$ cat config.mk
export PLATFORM = sky130hd
export DESIGN_NAME = spi_reg_bank
export DESIGN_NICKNAME = d
export VERILOG_FILES = /design/src/rtl/spi_reg_pkg.sv /design/src/rtl/spi_reg_bank.sv
export SDC_FILE = /design/constraint.sdc
export NUM_CORES = 1
export LEC_CHECK = 0
export CORE_MARGIN = 1
export CORE_UTILIZATION = 60
export DETAILED_ROUTE_END_ITERATION = 8
export DONT_BUFFER_PORTS = 1
export PLACE_DENSITY = 0.77
export SLEW_MARGIN = 20
export SYNTH_ARGS = -nofsm -noshare
export SYNTH_HDL_FRONTEND = slang
export SYNTH_SLANG_ARGS = --single-unit
export TNS_END_PERCENT = 20
$ cat constraint.sdc
create_clock -name clk -period 4.6 [get_ports clk]
set_input_delay 0.23 -clock clk [delete_from_list [all_inputs] [get_ports clk]]
set_output_delay 0.23 -clock clk [all_outputs]
set_load 0.02 [all_outputs]
$ cat src/rtl/spi_reg_pkg.sv
// Shared definitions for the SPI command decoder / register bank:
// FSM encoding, command word layout and the reserved-field mask helper.
package spi_reg_pkg;

  typedef enum logic [2:0] {
    ST_IDLE    = 3'd0,
    ST_CMD     = 3'd1,
    ST_WRITE   = 3'd2,
    ST_READ    = 3'd3,
    ST_DISCARD = 3'd4
  } state_t;

  localparam int          CMD_WR_BIT  = 15;
  localparam logic [15:0] ID_WORD_DEF = 16'h5A01;

  // Bits 14 down to addr_w of a command word must be zero.
  function automatic logic [15:0] rsvd_mask(input int unsigned addr_w);
    logic [15:0] low;
    low = (16'd1 << addr_w) - 16'd1;
    return 16'h7FFF & ~low;
  endfunction

endpackage

$ cat src/rtl/spi_reg_bank.sv
// Command decoder and auto-incrementing register bank behind a 16-bit SPI
// slave word interface: first word of a frame is the command, the rest is data.
module spi_reg_bank
  import spi_reg_pkg::*;
#(
  parameter int          NREGS   = 8,
  parameter int          ADDR_W  = 3,
  parameter logic [15:0] ID_WORD = ID_WORD_DEF
) (
  input  logic                  clk,
  input  logic                  rst_n,
  input  logic                  ssel,
  input  logic                  word_valid,
  input  logic [15:0]           word_in,
  input  logic                  data_needed,
  output logic [15:0]           tx_word,
  output logic [16*NREGS-1:0]   regs_q,
  output logic                  wr_pulse,
  output logic [ADDR_W-1:0]     wr_addr,
  output logic                  cmd_err
);

  localparam logic [15:0] RSVD = rsvd_mask(ADDR_W);

  state_t              state;
  logic [ADDR_W-1:0]   ptr;
  logic [ADDR_W-1:0]   ptr_inc;
  logic                vld_p0;
  logic [15:0]         regs [NREGS];

  logic                cmd_bad;
  logic                cmd_wr;
  logic [ADDR_W-1:0]   cmd_addr;

  // Underrun reporting is not exposed on this block, so the hint is parked here.
  logic                unused_ok;
  assign unused_ok = data_needed;

  assign ptr_inc  = ptr + ADDR_W'(1);
  assign cmd_bad  = |(word_in & RSVD);
  assign cmd_wr   = word_in[CMD_WR_BIT];
  assign cmd_addr = word_in[ADDR_W-1:0];

  for (genvar i = 0; i < NREGS; i++) begin : g_flat
    assign regs_q[16*i +: 16] = regs[i];
  end

  // Stage p0: word_valid marks the next cycle as the capture cycle; the
  // capture itself (word_in sampled) happens at the end of that cycle.
  always_ff @(posedge clk or negedge rst_n) begin
    if (!rst_n) begin
      state    <= ST_IDLE;
      ptr      <= '0;
      vld_p0   <= 1'b0;
      tx_word  <= ID_WORD;
      wr_pulse <= 1'b0;
      wr_addr  <= '0;
      cmd_err  <= 1'b0;
      for (int i = 0; i < NREGS; i++) regs[i] <= 16'h0000;
    end else begin
      wr_pulse <= 1'b0;
      vld_p0   <= word_valid & ~ssel;
      if (ssel) begin
        state   <= ST_IDLE;
        ptr     <= '0;
        tx_word <= ID_WORD;
      end else begin
        case (state)
          ST_IDLE: begin
            state   <= ST_CMD;
            tx_word <= ID_WORD;
          end
          ST_CMD: begin
            if (vld_p0) begin
              ptr <= cmd_addr;
              if (cmd_bad) begin
                state   <= ST_DISCARD;
                cmd_err <= 1'b1;
                tx_word <= 16'h0000;
              end else if (cmd_wr) begin
                state   <= ST_WRITE;
                tx_word <= 16'h0000;
              end else begin
                state   <= ST_READ;
                tx_word <= regs[cmd_addr];
              end
            end
          end
          ST_WRITE: begin
            if (vld_p0) begin
              regs[ptr] <= word_in;
              wr_pulse  <= 1'b1;
              wr_addr   <= ptr;
              ptr       <= ptr_inc;
            end
          end
          ST_READ: begin
            // Preload the word the master will clock out next.
            if (vld_p0) begin
              ptr     <= ptr_inc;
              tx_word <= regs[ptr_inc];
            end
          end
          ST_DISCARD: begin
            tx_word <= 16'h0000;
          end
          default: begin
            state <= ST_IDLE;
          end
        endcase
      end
    end
  end

endmodule

======== After elaboration in Yosys (flattened, before gate mapping) ========
Cells that the tools add are included.
word-level totals
  output and inout port bits .............. 149
  register bits ........................... 156
  input bits .............................. 21
  logic and storage cells ................. 72
cells by class
  reductions and logical operators ........ 12
  muxes and demuxes ....................... 27
  eq/ne operators ......................... 8
  $add $sub $neg .......................... 1
  $lt $le $gt $ge ......................... 4
  bitwise logic cells ..................... 5
operators by type and width
  kind                   number
  $mux W16               10
  $bwmux W128            1
  $bmux W16 S3           2
  $pmux W16 S4           1
  $demux W16 S3          1
  $mux W3                6
  $ge A4 B4 Y1 const B   3
  $not A3 Y4             3
  $reduce_or A12 Y1      1
  $pmux W3 S3            1
  $reduce_and A3 Y1      3
  $eq A3 B2 Y1 const B   2
  $ne A3 B3 Y1 const B   2
  $pmux W3 S2            1
  $reduce_bool A5 Y1     1
  $lt A4 B1 Y1 const B   1
  $mux W1                4
  $reduce_and A4 Y1      1
  $add A3 B1 Y3 const B  1
  $eq A3 B1 Y1 const B   1
  $eq A3 B3 Y1 const B   1
  $logic_not A3 Y1       1
  $ne A3 B1 Y1 const B   1
  $reduce_bool A3 Y1     1
  other kinds (7)        7

======== Depth between registers and ports, before layout ========
  depth in word-level cells ............... 9
  mapped depth ............................ 8
  mapped depth without buffers ............ 5

======== Worst setup path before layout ========
OpenSTA, ideal clock, no wires.
  path kind ............................... reg-to-reg
  start ................................... reg state[2]
  end ..................................... reg regs, in the netlist regs_q[22]
  arrival time ............................ 1,957 ps
  required time ........................... 4,475 ps
  stages on the path, launching flop included .. 7
  path slack .............................. 2,518 ps
  cells stage by stage .................... dfrtp_1 > nand2b_1 > or3_1 > buf_6 > nor4b_4 > buf_6 > mux2_2
on the way
  longest elaborated chain between the ends .. 2
RTL lines
  element                         RTL line            text
  start: declaration              spi_reg_bank.sv:25  state_t state;
  start signal: assignment        spi_reg_bank.sv:52  state <= ST_IDLE;
  start signal: assignment        spi_reg_bank.sv:64  state <= ST_IDLE;
  start signal: assignment        spi_reg_bank.sv:70  state <= ST_CMD;
  $eq A3 B2 Y1                    spi_reg_bank.sv:68  case (state)
  $reduce_and A3 Y1 (no line)     -
  end signal: indexed assignment  spi_reg_bank.sv:91  regs[ptr] <= word_in;
  end: declaration                spi_reg_bank.sv:29  logic [15:0] regs [NREGS];
No other way between the ends.
A chain may end at the register's enable or synchronous reset.

======== Worst setup path in the final report ========
  start ................................... reg state[2]
  end ..................................... reg regs, in the netlist regs_q[25]
The elaborated chain is that of the path after synthesis.

==> summary.md <==
| Metric | Value |
|---|---|
| Clk buf depth | `2` |
| TNS Setup | `0 ns` |
| Clock skew | `0.00745 ns` |
| Clock group share of total power | `48.0%` |
| Syn Std Cell Area | `8110 sq um` |
| Starting Density | `61.5%` |
| Initial antenna violation count | `0` |
| Chip width | `118 microns` |
| GRT Overall Usage | `32.3%` |
| Port buffer count | `0` |
| Mean post-synth cell area | `14.2 sq um` |
| Final WL | `21.4 mm` |
| Int Pwr | `0.00230 W` |
| Unique masters post-synth | `47` |
| Grt ovf | `0` |
| Worst EP required | `4.91 ns` |
| Vias in the first global route | `5,622` |
| Post-synth top area share | `46.6%` |
| Slew @ Worst Pin | `1.14 ns` |
| Clk slew on worst S/H paths | `0.06 ns` |
| Outcome | `complete, no violations` |
| NetSw | `0.000652 W` |
| Post-DP HPWL | `13.0 mm` |
| Fmax | `340 MHz` |
| CP Class | `flip-flop to flip-flop` |
| DRC | `0` |
| Largest net degree at the start of global routing | `157` |
| Min Tclk post-route | `2.94 ns` |
| Max-Cap Viols | `0` |
| First-pass GRT wire length | `33.1 mm` |
| DR pass1 iterations | `5` |
| GPL Wtd Cong | `0.793` |
| Crit end category | `flip-flop` |
| I/O pin count | `170` |
| Via count | `5,429` |
| Count of final setup violators | `0` |
| Die area | `14,000 sq um` |
| Combinational share of power | `4.4%` |
| Maximum VDD drop | `0.000242 V` |
| Clock Sinks | `156` |
| Final Non-Filler Cells | `763` |
| Top cells by area, synth | `dfrtp_1 (47%), mux2_2 (18%), mux4_2 (18%)` |
| Hold Vio Cnt, Final | `0` |
| CORE AREA | `13,200 sq um` |
| Slowest cell on crit path | `nor4b_4` |
| Final Max Tran Viols | `0` |
| Syn Inst Count | `573` |
| Leading cell type in the layout, fill and taps excluded | `dfrtp_1` |
| Synth warn | `0` |
| RSZ-0062 raised after global routing | `no` |
| Worst Path Arrival | `3.25 ns` |
| Static Leak | `4.06 nW` |
| Yosys top cell by area | `dfrtp_1` |
| # nets final | `596` |
| Commonest non-fill, non-tap cells in the layout | `dfrtp_1 (150), mux2_2 (128), nand2_1 (65), mux4_2 (64), a21oi_1 (24)` |
| Area Growth Syn to Fin | `10.9%` |
| Ant. Diodes | `0` |
| Iter 0 DRT Violations | `452` |
| PwrDens | `328 nW/um^2` |
| Seq pwr share | `47.6%` |
| Worst path max stage delay | `0.83 ns` |
| Final worst slack | `1.66 ns` |
| DIE HEIGHT | `118 microns` |
| Switching share of power | `22.1%` |
| Crit-path cells | `nand2b_1 -> or3_1 -> nor4b_4 -> buf_4 -> mux2_2` |
| Yosys reg bits | `156` |
| CP startpoint kind | `flip-flop` |
| Post-route antenna net violation count | `0` |
| Fraction of layout cells with a size suffix above 1 | `42.6%` |
| Final Cycle Share | `63.9%` |
| Hold Path Class | `primary input to flip-flop` |
| Row count | `42` |
| Via density | `7.12` |
| H-tree Lvls | `4` |
| CTS tree | `yes` |
| # placed instances | `711` |
| Clock Tree Root | `clkbuf_16` |
| Slew Limit Headroom | `23.9%` |
| Mapped Nets | `595` |
| Pre-CTS setup slack | `1.69 ns` |
| Wire per inst | `28.1 microns` |
| CTS Buf Count | `17` |
| Crit path max fanout | `11` |
| Clock Latency Late Sink | `0.42 ns` |
| Seq/Total Area, Yosys | `48.2%` |
==> final cells by class <==
type	instances	area [sq um]
fillers	931	4190
well taps	176	220
inverters	3	16.3
multi-input cells	369	3990
clock buffers	21	450
clock inverters	11	143
repair buffers	27	270
flip-flops and latches	156	3910
==> sequential cells by signal (all words and copies together) (netlist names) <==
| signal | flops |
|---|---|
| state | 3 |
| tx_word | 16 |
| ptr | 3 |
| wr_addr | 3 |
| cmd_err | 1 |
| vld_p0 | 1 |
| regs_q | 128 |
| wr_pulse | 1 |
==> synthesized netlist by cell type (all sizes together) <==
cell type and count:
dfrtp 151, mux2 128, nand2 65, mux4 64
a21oi 24, nand3 24, buf 23, clkbuf 22
a221o 11, dfstp 5, nor2 5, o32a 5
nor3 4, nor4 4, nor2b 3, nor4b 3
o21ai 3, a22oi 2, and3b 2, inv 2
nand2b 2, nand4 2, nand4b 2, nor3b 2
or3 2, xnor2 2, a211oi 1, a21o 1
a22o 1, a32o 1, a41o 1, clkinv 1
ha 1, o21ba 1, o21bai 1, o2bb2ai 1
xor2 1
==> cell families (layout without fill, tap and decap cells) <==
kind of cell	after synthesis	count (layout)	synth area share, %
mux	192	192	35.5
flops	156	156	48.2
simple gates	120	120	8.11
compound gates	53	53	4.69
buf+inv	48	62	3.01
xor+xnor	3	3	0.324
fa+ha+maj	1	1	0.154
==> routing by layer <==
layer	share of wire (%)	track usage [%]
met4	2.2	11.5
met5	0	0
met1	38	42.0
met3	10	11.0
met2	50	50.7
==> timing repair <==
action / in CTS / in global routing
resized for setup: 0 / 0
hold buffers: 20 / 0
setup buffers: 0 / 0
endpoints found under the hold margin: 290 / 0
==> worst max-delay path: cells and delay by family (launching register included) <==
| family | cells | cell delay (ns) |
|---|---|---|
| and+or+nand+nor | 3 | 1.66 |
| DFF | 1 | 0.48 |
| muxes | 1 | 0.36 |
| buffers and inverters | 1 | 0.32 |
==> power by group through the flow <==
stage	logic (W)	registers, W	clock network (W)
final	0.000129	0.00140	0.00142
after global routing	0.000140	0.00140	0.00148
after CTS	0.000130	0.00140	0.00143
after detailed placement	0.0000727	0.00143	0
after global placement	0.0000719	0.00143	0
after floorplan	0.0000833	0.00141	0
==> metrics by stage <==
stage,hold slack [ns],util (%),power (W),instance area (sq um)
6_report,0.0248,68.2,0.00295,9000
5_1_grt,0.0322,68.2,0.00302,9000
4_1_cts,0.00888,68.2,0.00296,8990
3_5_place_dp,-0.0614,62.0,0.00150,8180
3_3_place_gp,-0.0615,62.0,0.00150,8180
2_1_floorplan,-0.0656,-,0.00150,8110
==> final timing paths <==
check	start	to	slack [ns]	cells past startpoint
hold reg to reg	tx_word[12]	tx_word[12]	0.56	1
setup / recovery	state[2]	regs_q[25]	1.66	5
min in group asynchronous	rst_n	regs_q[68]	0.47	2
setup reg to reg	state[2]	regs_q[25]	1.66	5
hold / removal	ssel	state[0]	0.02	3
max in group asynchronous	rst_n	ptr[0]	3.52	2
(Power assumes the default switching activity.)
